--- src/rtl/timestamp_replay_pkg.sv ---
// Shared types, constants and helpers for the timestamp replay block.
package timestamp_replay_pkg;

  localparam int unsigned WORD_W    = 32;
  localparam int unsigned TS_W      = 64;
  localparam int unsigned TAG_MSB   = 31;
  localparam int unsigned IDX_MSB   = 27;
  localparam int unsigned PAYLOAD_W = 24;
  localparam int unsigned HI_W      = 16;
  localparam int unsigned PCNT_W    = 8;

  localparam logic [3:0] IDX_HI  = 4'd1;
  localparam logic [3:0] IDX_MID = 4'd2;
  localparam logic [3:0] IDX_LO  = 4'd3;

  typedef logic [1:0] state_t;
  localparam state_t FETCH = 2'd0;
  localparam state_t ARMED = 2'd1;
  localparam state_t PULSE = 2'd2;

  // FIFO word: tag in [TAG_MSB:28], index in [IDX_MSB:24], payload below.
  typedef struct packed {
    logic [TAG_MSB-IDX_MSB-1:0] tag;
    logic [IDX_MSB-PAYLOAD_W:0] idx;
    logic [PAYLOAD_W-1:0]       payload;
  } word_t;

  // Increment that sticks at max instead of wrapping.
  function automatic logic [31:0] sat_inc(input logic [31:0] v, input logic [31:0] max);
    return (v >= max) ? v : v + 32'd1;
  endfunction

endpackage

--- src/rtl/timestamp_record_asm.sv ---
// Reassembles 3-word timestamp records; flags bad words and strobes on completion.
module timestamp_record_asm
  import timestamp_replay_pkg::*;
#(
  parameter logic [3:0] IDENTIFIER = 4'b0001
) (
  input  logic              clk,
  input  logic              rst_n,
  input  logic              clear,
  input  logic              pop,
  input  logic [WORD_W-1:0] data,
  output logic              err_c,
  output logic              done_c,
  output logic [TS_W-1:0]   target_c
);

  word_t                w;
  logic                 hi_ok;
  logic [HI_W-1:0]      hi, hi_n;
  logic [PAYLOAD_W-1:0] mid, mid_n;
  logic [3:0]           exp_idx, exp_n;

  assign w        = word_t'(data);
  assign hi_ok    = (w.payload[PAYLOAD_W-1:HI_W] == '0);
  assign target_c = {hi, mid, w.payload};

  // Index sequencing: a mismatching idx-1 word restarts a record instead of being lost.
  always_comb begin
    hi_n   = hi;
    mid_n  = mid;
    exp_n  = exp_idx;
    err_c  = 1'b0;
    done_c = 1'b0;
    if (clear) begin
      hi_n  = '0;
      mid_n = '0;
      exp_n = IDX_HI;
    end else if (pop) begin
      if (w.tag != IDENTIFIER) begin
        err_c = 1'b1;
      end else if ((w.idx == exp_idx) && !((w.idx == IDX_HI) && !hi_ok)) begin
        case (w.idx)
          IDX_HI: begin
            hi_n  = w.payload[HI_W-1:0];
            exp_n = IDX_MID;
          end
          IDX_MID: begin
            mid_n = w.payload;
            exp_n = IDX_LO;
          end
          default: begin
            done_c = 1'b1;
            exp_n  = IDX_HI;
          end
        endcase
      end else begin
        err_c = 1'b1;
        hi_n  = '0;
        mid_n = '0;
        exp_n = IDX_HI;
        if ((w.idx == IDX_HI) && hi_ok) begin
          hi_n  = w.payload[HI_W-1:0];
          exp_n = IDX_MID;
        end
      end
    end
  end

  always_ff @(posedge clk or negedge rst_n) begin
    if (!rst_n) begin
      hi      <= '0;
      mid     <= '0;
      exp_idx <= IDX_HI;
    end else begin
      hi      <= hi_n;
      mid     <= mid_n;
      exp_idx <= exp_n;
    end
  end

endmodule

--- src/rtl/timestamp_replay.sv ---
// Pops timestamp records from a FWFT FIFO and replays each as a pulse on DO
// once the local running time reaches the record's target.
module timestamp_replay
  import timestamp_replay_pkg::*;
#(
  parameter logic [3:0]  IDENTIFIER = 4'b0001,
  parameter int unsigned PULSE_LEN  = 4,
  parameter int unsigned CNT_WIDTH  = 16
) (
  input  logic                 CLK,
  input  logic                 RST_N,
  input  logic                 ENABLE,
  input  logic [TS_W-1:0]      TIMESTAMP_IN,
  input  logic                 FIFO_EMPTY,
  input  logic [WORD_W-1:0]    FIFO_DATA,
  output logic                 FIFO_READ,
  output logic                 DO,
  output logic                 BUSY,
  output logic [TS_W-1:0]      TARGET_OUT,
  output logic [CNT_WIDTH-1:0] REC_CNT,
  output logic [CNT_WIDTH-1:0] LATE_CNT,
  output logic [CNT_WIDTH-1:0] ERR_CNT
);

  localparam logic [31:0] CNT_MAX = 32'((64'd1 << CNT_WIDTH) - 64'd1);

  state_t                state, state_n;
  logic [PCNT_W-1:0]     pcnt, pcnt_n;
  logic                  first, first_n;
  logic                  do_n, busy_n;
  logic [TS_W-1:0]       target_n;
  logic [CNT_WIDTH-1:0]  rec_n, late_n, err_n;
  logic                  err_c, done_c;
  logic [TS_W-1:0]       target_c;

  assign FIFO_READ = (state == FETCH) && ENABLE && !FIFO_EMPTY;

  timestamp_record_asm #(.IDENTIFIER(IDENTIFIER)) u_asm (
    .clk      (CLK),
    .rst_n    (RST_N),
    .clear    (!ENABLE),
    .pop      (FIFO_READ),
    .data     (FIFO_DATA),
    .err_c    (err_c),
    .done_c   (done_c),
    .target_c (target_c)
  );

  // Next state, pulse timing and status counters.
  always_comb begin
    state_n  = state;
    pcnt_n   = pcnt;
    first_n  = 1'b0;
    do_n     = DO;
    target_n = TARGET_OUT;
    rec_n    = REC_CNT;
    late_n   = LATE_CNT;
    err_n    = ERR_CNT;
    if (err_c) err_n = CNT_WIDTH'(sat_inc(32'(ERR_CNT), CNT_MAX));
    case (state)
      FETCH: begin
        if (done_c) begin
          target_n = target_c;
          first_n  = 1'b1;
          state_n  = ARMED;
        end
      end
      ARMED: begin
        if (!ENABLE) begin
          state_n = FETCH;
        end else if (TIMESTAMP_IN >= TARGET_OUT) begin
          do_n    = 1'b1;
          pcnt_n  = PCNT_W'(PULSE_LEN - 1);
          rec_n   = CNT_WIDTH'(sat_inc(32'(REC_CNT), CNT_MAX));
          if (first && (TIMESTAMP_IN > TARGET_OUT))
            late_n = CNT_WIDTH'(sat_inc(32'(LATE_CNT), CNT_MAX));
          state_n = PULSE;
        end
      end
      PULSE: begin
        if (pcnt == '0) begin
          do_n    = 1'b0;
          state_n = FETCH;
        end else begin
          pcnt_n = pcnt - PCNT_W'(1);
        end
      end
      default: begin
        do_n    = 1'b0;
        state_n = FETCH;
      end
    endcase
    busy_n = (state_n == ARMED) || (state_n == PULSE);
  end

  always_ff @(posedge CLK or negedge RST_N) begin
    if (!RST_N) begin
      state      <= FETCH;
      pcnt       <= '0;
      first      <= 1'b0;
      DO         <= 1'b0;
      BUSY       <= 1'b0;
      TARGET_OUT <= '0;
      REC_CNT    <= '0;
      LATE_CNT   <= '0;
      ERR_CNT    <= '0;
    end else begin
      state      <= state_n;
      pcnt       <= pcnt_n;
      first      <= first_n;
      DO         <= do_n;
      BUSY       <= busy_n;
      TARGET_OUT <= target_n;
      REC_CNT    <= rec_n;
      LATE_CNT   <= late_n;
      ERR_CNT    <= err_n;
    end
  end

endmodule

--- config.mk ---
export PLATFORM = sky130hd
export DESIGN_NAME = timestamp_replay
export DESIGN_NICKNAME = d
export VERILOG_FILES = /design/src/rtl/timestamp_replay_pkg.sv /design/src/rtl/timestamp_record_asm.sv /design/src/rtl/timestamp_replay.sv
export SDC_FILE = /design/constraint.sdc
export NUM_CORES = 1
export LEC_CHECK = 0
export ABC_AREA = 1
export ABC_CLOCK_PERIOD_IN_PS = 2450
export BUFFER_PORTS_ARGS = -buffer_cell sky130_fd_sc_hd__buf_2
export CAP_MARGIN = 20
export CORE_MARGIN = 2
export CORE_UTILIZATION = 50
export DETAILED_ROUTE_END_ITERATION = 8
export PLACE_DENSITY_LB_ADDON = 0.05
export SLEW_MARGIN = 20
export SYNTH_ARGS = -nofsm -noshare
export SYNTH_HDL_FRONTEND = slang
export SYNTH_SLANG_ARGS = --single-unit
--- constraint.sdc ---
create_clock -name CLK -period 2.45 [get_ports CLK]
set_clock_uncertainty 0.05 [all_clocks]
set_input_delay 0.245 -clock CLK [delete_from_list [all_inputs] [get_ports CLK]]
set_output_delay 0.245 -clock CLK [all_outputs]
set_load 0.02 [all_outputs]
==> impl_results.md, run 1 <==
* DRT met1 WL at 11,500 um
* Htree depth at 4
* Placed cell count at 1,523
* Final Routed Wirelength at 23,700 um
* Gate Count Post-Synth at 1,094
* Initial antenna violation count at 0
* Leading post-synthesis cells by cell area: dfrtp_1 (46%), nand2_1 (12%), ha_1 (9.4%), inv_1 (6.3%), o21ai_0 (4.6%)
* Critical Path AT at 2640 ps
* Share of cells above drive strength 1 at 22.2%
* Critical path's largest stage delay at 370 ps
* Area after DPL at 10,500 um^2
* Drt pass-1 iters at 5
* Vias in the first global route at 7,638
* Crit. End Element: register
* First-pass GRT wire length at 38,500 um
* Detail Route met2 WL at 10,600 um
* Switching Fraction at 26.8%
* Post-Layout Cell Count at 1,564
* #FFs+latches synth at 167
* PwrDens at 566 nW/um^2
* Synth Flop Type: dfrtp_1
* Worst VDD drop at 546 uV
* DR iter-0 viols at 402
* R2R cell count at 12
* DP HPWL at 17,700 um
* Most common cell after layout, fill and taps aside: nand2_1
* Leak at 5.83 nW
* Worst-margin pin slew at 506 ps
* RD Place Congestion at 0.842
* Critical path's slowest cell: dfrtp_1
* Boundary Pins at 215
* WL met3 at 1250 um
* WP depth at 12
* Hold_sp: FIFO_DATA[5]
* RSZ-0062 raised after global routing: yes
* Final design area excluding fillers at 11,300 um^2
* Chip height at 139 um
* PortBufs at 214
* Overall power at 6.39 mW
* N_diodes at 0
* Wire length per cell at 15.1 um
* Post-Syn Area at 9100 um^2
* Layout net count at 1,491
* Cts bufs inserted at 17
* Yosys warnings at 0
* # setup viols final at 0
* Setup crit end: pcnt[0]
* DRC at 0
* Clock slew at reported path FFs at 70 ps
* Initial Utilization at 50.8%
* Final ANT Viol Nets at 0
* CP Launch Type: register
* Final worst setup slack at 81.4 ps
* Max_slew headroom at 66.2%
* Vias per cell at 5.11
* Worst R2R Start: TARGET_OUT[47]
* Die width at 139 um
* Final setup TNS at 0 ps
* Total GRT Usage at 24.8%
* Die Area at 19,300 um^2
* F_max at 422 MHz
* CTS tree: yes
* Highest Signal Layer: met4
* Data required, critical path at 2720 ps
* Critical path cell sequence: inv_1, ha_1, a21oi_1, o21ai_0, a21oi_1, nand2_1, a21oi_2, nand3_4, nand2_2, nand2_1, nand2_1, nand2_1
* Mean Syn Cell Area at 8.32 um^2
* FF-to-FF End: pcnt[0]
* Cell mode on critical path: nand2_1
* Delay-heaviest family, CP: compound AO/OA/AOI/OAI gates
* Asr flop ratio synth at 100%
* Max Cap Violations at 0
* Area grow syn2layout at 24.0%
* Number of synthesized flops with an enable pin at 0
* Distinct cells, synth at 36
* Root Driver: clkbuf_16
* Latest clock arrival within the worst-skew pair at 430 ps
* CP bufs+invs at 1
* Largest net degree at the start of global routing at 94
* Clock network power share at 42.4%
* Outcome: completed
* Fin crit period at 2370 ps
* Clock buffer depth at 2
* Max Transition Viols Final at 0
* Grt total ovfl at 0
* Yosys top cell area share at 45.7%
* # rows at 49
* Commonest cells after routing, fill and taps aside: nand2_1 (282), buf_2 (213), dfrtp_1 (166), inv_1 (151), o21ai_0 (82)
* Switching Power at 1.71 mW
* Net count after synthesis at 1,262
* Hold Crit Class: in -> reg
* Cell internal pwr at 4.68 mW
* Vias at 7,986
* Max FO, Critical Path at 6
* Sequential share of power at 46.5%
* WS Path Type: reg -> reg
* Core area at 17,900 um^2
* Combinational share of power at 11.2%
* Filler instances at 1,614
* Endpoints failing hold at 0
* Setup Slack @ Placement at -19.9 ps
* Final critical-path share of the clock period at 96.7%
* Cell type with the largest total area after synthesis: dfrtp_1
* Worst Setup SP: TARGET_OUT[47]
* Flop2flop setup slack at 80 ps
* Register area share after synthesis at 45.9%
* Clk sinks at 167
==> state kept, by name, indices dropped and copies added, names as in the netlist <==
signal         cells
u_asm.hi          16
TARGET_OUT        64
state              2
LATE_CNT          16
u_asm.exp_idx      2
BUSY               1
REC_CNT           16
pcnt               8
u_asm.mid         24
DO                 1
ERR_CNT           16
first              1
==> area by class of cell <==
class	instances	area, um^2	area share [%]
tap	229	287	2.54
clock buffer	18	439	3.89
multi-input combinational	739	4250	37.7
inverter	154	578	5.12
clock inverter	13	146	1.30
sequential	167	4180	37.0
timing repair buffer	244	1400	12.4
==> power by group through the flow <==
| stage | sequential, mW | combinational (mW) | clock [mW] |
|---|---|---|---|
| final | 2.97 | 0.713 | 2.71 |
| after global routing | 2.99 | 0.803 | 2.86 |
| after CTS | 2.97 | 0.709 | 2.75 |
| after detailed placement | 3.02 | 0.698 | 0 |
| after global placement | 3.02 | 0.685 | 0 |
| after floorplan | 3.09 | 0.296 | 0 |
==> cell families (layout without fill, tap and decap cells) <==
kind of cell,count (synthesis),in the layout,synth area share [%]
compound gates,165,165,10.2
xor+xnor,48,48,4.62
fa+ha+maj,68,68,9.35
buf+inv,189,429,8.31
flops,167,167,45.9
mux,6,6,0.743
simple gates,451,452,20.8
==> per-layer routing <==
metal | GRT usage (%) | up-vias
li1 | - | 4016
met1 | 36.4 | 3721
met2 | 38.2 | 223
met3 | 4.59 | 26
met4 | 6.54 | 0
met5 | 0 | -
==> synthesized netlist by cell type (4+ instances only) <==
library cell  count
nand4_1          32
o21a_1            4
o21ai_0          84
mux2_2            6
inv_1           153
nand3_1          34
nand2_1         285
nor2_1           74
clkbuf_1          5
ha_1             68
dfrtp_1         166
xnor2_1          23
a21oi_1          34
nor3_1           14
buf_2            25
o21ai_1           6
xor2_1           25
o22ai_1          16
o41ai_1          15
==> worst min-delay path by stage <==
stage / end / slack, ps / depth (start not counted)
after floorplan: BUSY / -100 / 0
after global placement: TARGET_OUT[47] / 160 / 1
after detailed placement: TARGET_OUT[46] / 160 / 1
after CTS: TARGET_OUT[5] / 3 / 3
after global routing: TARGET_OUT[5] / 6 / 3
final: TARGET_OUT[5] / 10 / 3
==> metrics by stage <==
stage / hold WS [ps] / utilization (%)
floorplan: -101 / -
global placement: 164 / 58.7
detailed placement: 161 / 58.7
CTS: 3.43 / 62.4
global route: 6.35 / 63.0
finish: 12.5 / 63.0
==> timing repair <==
item	in CTS	in global routing
buffers inserted	0	2
hold buffers	6	0
pin swaps	0	8
gates resized for setup	2	20
setup endpoints to repair	18	44
gates cloned	0	1
endpoints found under the hold margin	46	0
==> worst register-to-register path, cell delays in order (launching register included) <==
cell     delay [ps]
dfrtp_1         370
inv_1            70
ha_1            240
a21oi_1         150
o21ai_0         110
a21oi_1         210
nand2_1         180
a21oi_2         310
nand3_4         200
nand2_2         170
nand2_1         100
nand2_1          60
nand2_1          40
No activity file was read; power rests on OpenSTA's default activity.
==> inputs of run 2 (changes only) <==
--- a/config.mk
+++ b/config.mk
@@ -10,7 +10,7 @@
 export BUFFER_PORTS_ARGS = -buffer_cell sky130_fd_sc_hd__buf_2
 export CAP_MARGIN = 20
 export CORE_MARGIN = 2
-export CORE_UTILIZATION = 50
+export CORE_UTILIZATION = 51
 export DETAILED_ROUTE_END_ITERATION = 8
 export PLACE_DENSITY_LB_ADDON = 0.05
 export SLEW_MARGIN = 20
==> run 2 against run 1 <==
Total power about the same. Critical path type unchanged. Highest routed layer unchanged. Hold slack better by 4.6 ps. Die area down 1.9%. Register-to-register slack better by 90 ps. Fmax up 4.1%. Routed wire length up 2.1%. Global-route usage up 1.1 points. First-iteration DRC count up 48%. Sequential share of layout area down 0.45 points. Largest cell class unchanged.
==> impl_results.md, run 2 (synthesized netlist as in run 1, its figures left out) <==
* Combinational share of power at 11.3% (about the same)
* Latest clock arrival within the worst-skew pair at 430 ps (about the same)
* Final worst setup slack at 175 ps (+93.7 ps)
* Clk sinks at 167 (unchanged)
* Chip height at 138 um (-0.95%)
* Final Routed Wirelength at 24,200 um (+2.1%)
* Commonest cells after routing, fill and taps aside: nand2_1 (281), buf_2 (213), dfrtp_1 (166), inv_1 (148), o21ai_0 (82)
* Die Area at 18,900 um^2 (-1.9%)
* Max FO, Critical Path at 6 (unchanged)
* Final design area excluding fillers at 11,400 um^2 (+1.2%)
* Top reg by flops: TARGET_OUT
* Clock slew at reported path FFs at 70 ps (about the same)
* Final Hold Slack at 17.1 ps (+4.61 ps)
* Final setup TNS at 0 ps (unchanged)
* Switching Power at 1.73 mW (+1.4%)
* Switching Fraction at 27.2% (+0.39 points)
* Max_slew headroom at 66.4% (+0.15 points)
* Vias in the first global route at 7,591 (-0.62%)
* F_max at 440 MHz (+4.1%)
* Overall power at 6.39 mW (about the same)
* Initial antenna violation count at 1 (+1)
* PwrDens at 559 nW/um^2 (-1.2%)
* Data required, critical path at 2760 ps (+40 ps)
* Setup Slack @ Placement at 87.7 ps (+108 ps)
* Clock network power share at 42.2% (-0.2 points)
* Fin crit period at 2270 ps (-93.7 ps)
* DP HPWL at 18,000 um (+1.8%)
* Core area at 17,400 um^2 (-3.0%)
* First-pass GRT wire length at 37,900 um (-1.7%)
* # rows at 48 (-2.0%)
* Cell internal pwr at 4.65 mW (-0.54%)
* Final ANT Viol Nets at 0 (unchanged)
* Cts bufs inserted at 17 (unchanged)
* Total GRT Usage at 26.0% (+1.1 points)
* PortBufs at 214 (unchanged)
* Vias at 8,079 (+1.2%)
* Area after DPL at 10,500 um^2 (+0.33%)
* WS Path Type: reg -> reg
* DR iter-0 viols at 595 (+48%)
* # setup viols final at 0 (unchanged)
* Max Cap Violations at 0 (unchanged)
* Endpoints failing hold at 0 (unchanged)
* RD Place Congestion at 0.845 (+0.38%)
* Clock buffer depth at 2 (unchanged)
* Area grow syn2layout at 25.5%
* Sequential share of power at 46.5% (about the same)
* Critical Path AT at 2580 ps (-60 ps)
* Final Util at 65.8% (+2.8 points)
* Share of cells above drive strength 1 at 23.1% (+0.84 points)
* CTS tree: yes
* Worst-margin pin slew at 504 ps (-2.19 ps)
* Wire length per cell at 15.4 um (+1.5%)
* Drt pass-1 iters at 5 (unchanged)
* Outcome: completed
* Worst VDD drop at 557 uV (+2.1%)
* Max FFs per register at 64 (unchanged)
* CP Launch Type: register
* Grt total ovfl at 0 (unchanged)
* Vias per cell at 5.14 (+0.59%)
* Largest net degree at the start of global routing at 83 (-12%)
* Final critical-path share of the clock period at 92.9% (-3.8 points)
* Hold Crit Class: in -> reg
* Top flop regs: TARGET_OUT x64, u_asm.mid x24
* Placed cell count at 1,521 (-0.13%)
* Htree depth at 4 (unchanged)
* Most common cell after layout, fill and taps aside: nand2_1
* Leak at 5.92 nW (+1.6%)
* Crit. End Element: register
* Initial Utilization at 52.4% (+1.6 points)
* Post-Layout Cell Count at 1,573 (+0.58%)
* Boundary Pins at 215 (unchanged)
* Max Transition Viols Final at 0 (unchanged)
* Filler instances at 1,511 (-6.4%)
* Layout net count at 1,502 (+0.74%)
* Die width at 138 um (-0.95%)
* DRC at 0 (unchanged)
* Root Driver: clkbuf_16
## run 2: cell count changes in the layout (fill, tap and decap cells not counted), moves of 3 or more
cell	previous run	this run
inv_1	151	148
dlygate4sd3_1	6	12
inv_2	3	6
nand3_4	3	0
clkinv_2	1	5
clkinvlp_4	5	2
buf_4	17	22
## run 2: area by class of cell
class | count | area (um^2) | share of cell area [%]
Sequential cell | 167 | 4180 | 36.6
Multi-Input combinational cell | 738 | 4270 | 37.4
Inverter | 154 | 578 | 5.06
Tap cell | 225 | 282 | 2.46
Antenna cell | 1 | 2.50 | 0.0219
Timing Repair Buffer | 256 | 1530 | 13.4
Clock inverter | 15 | 153 | 1.34
Clock buffer | 17 | 425 | 3.72
## run 2: power groups by stage
stage / clock network (mW) / registers [mW] / logic [mW]
after floorplan: 0 / 3.09 / 0.296
after global placement: 0 / 3.02 / 0.687
after detailed placement: 0 / 3.02 / 0.703
after CTS: 2.74 / 2.97 / 0.721
after global routing: 2.83 / 2.99 / 0.814
final: 2.70 / 2.97 / 0.720
## run 2: routing by layer
layer | up-vias | track usage (%) | wire (um)
met5 | - | 0 | 0
met4 | 0 | 6.41 | 310
met3 | 20 | 4.78 | 1660
met2 | 261 | 40.3 | 10900
met1 | 3754 | 37.7 | 11300
li1 | 4044 | - | -
## run 2: worst paths after layout
check / endpoint / from / cells past startpoint / slack (ps)
worst max-delay path: LATE_CNT[1] / TARGET_OUT[45] / 14 / 180
worst min-delay path: TARGET_OUT[21] / FIFO_DATA[21] / 3 / 20
worst max register to register: LATE_CNT[1] / TARGET_OUT[45] / 14 / 180
worst min register to register: u_asm.mid[13] / u_asm.mid[13] / 2 / 430
max in group asynchronous: LATE_CNT[15] / RST_N / 3 / 1270
min in group asynchronous: TARGET_OUT[46] / RST_N / 2 / 270
## run 2: repair_timing
action / 4_1_cts / 5_1_grt
hold buffers: 12 / 0
setup buffers: 0 / 5
gates resized for setup: 0 / 26
hold endpoints to repair: 58 / 0
setup endpoints to repair: 0 / 41
## run 2: critical path: stages (launching register included)
cell and delay (ps):
dfrtp_1 360, inv_2 60, ha_4 260, nand2_1 50, nor2_2 130, nand4_1 140
inv_2 100, buf_4 100, nand4_1 180, nor3b_2 270, nor2_2 80, nand2_4 130
buf_12 140, nor2_1 40, a21oi_1 110
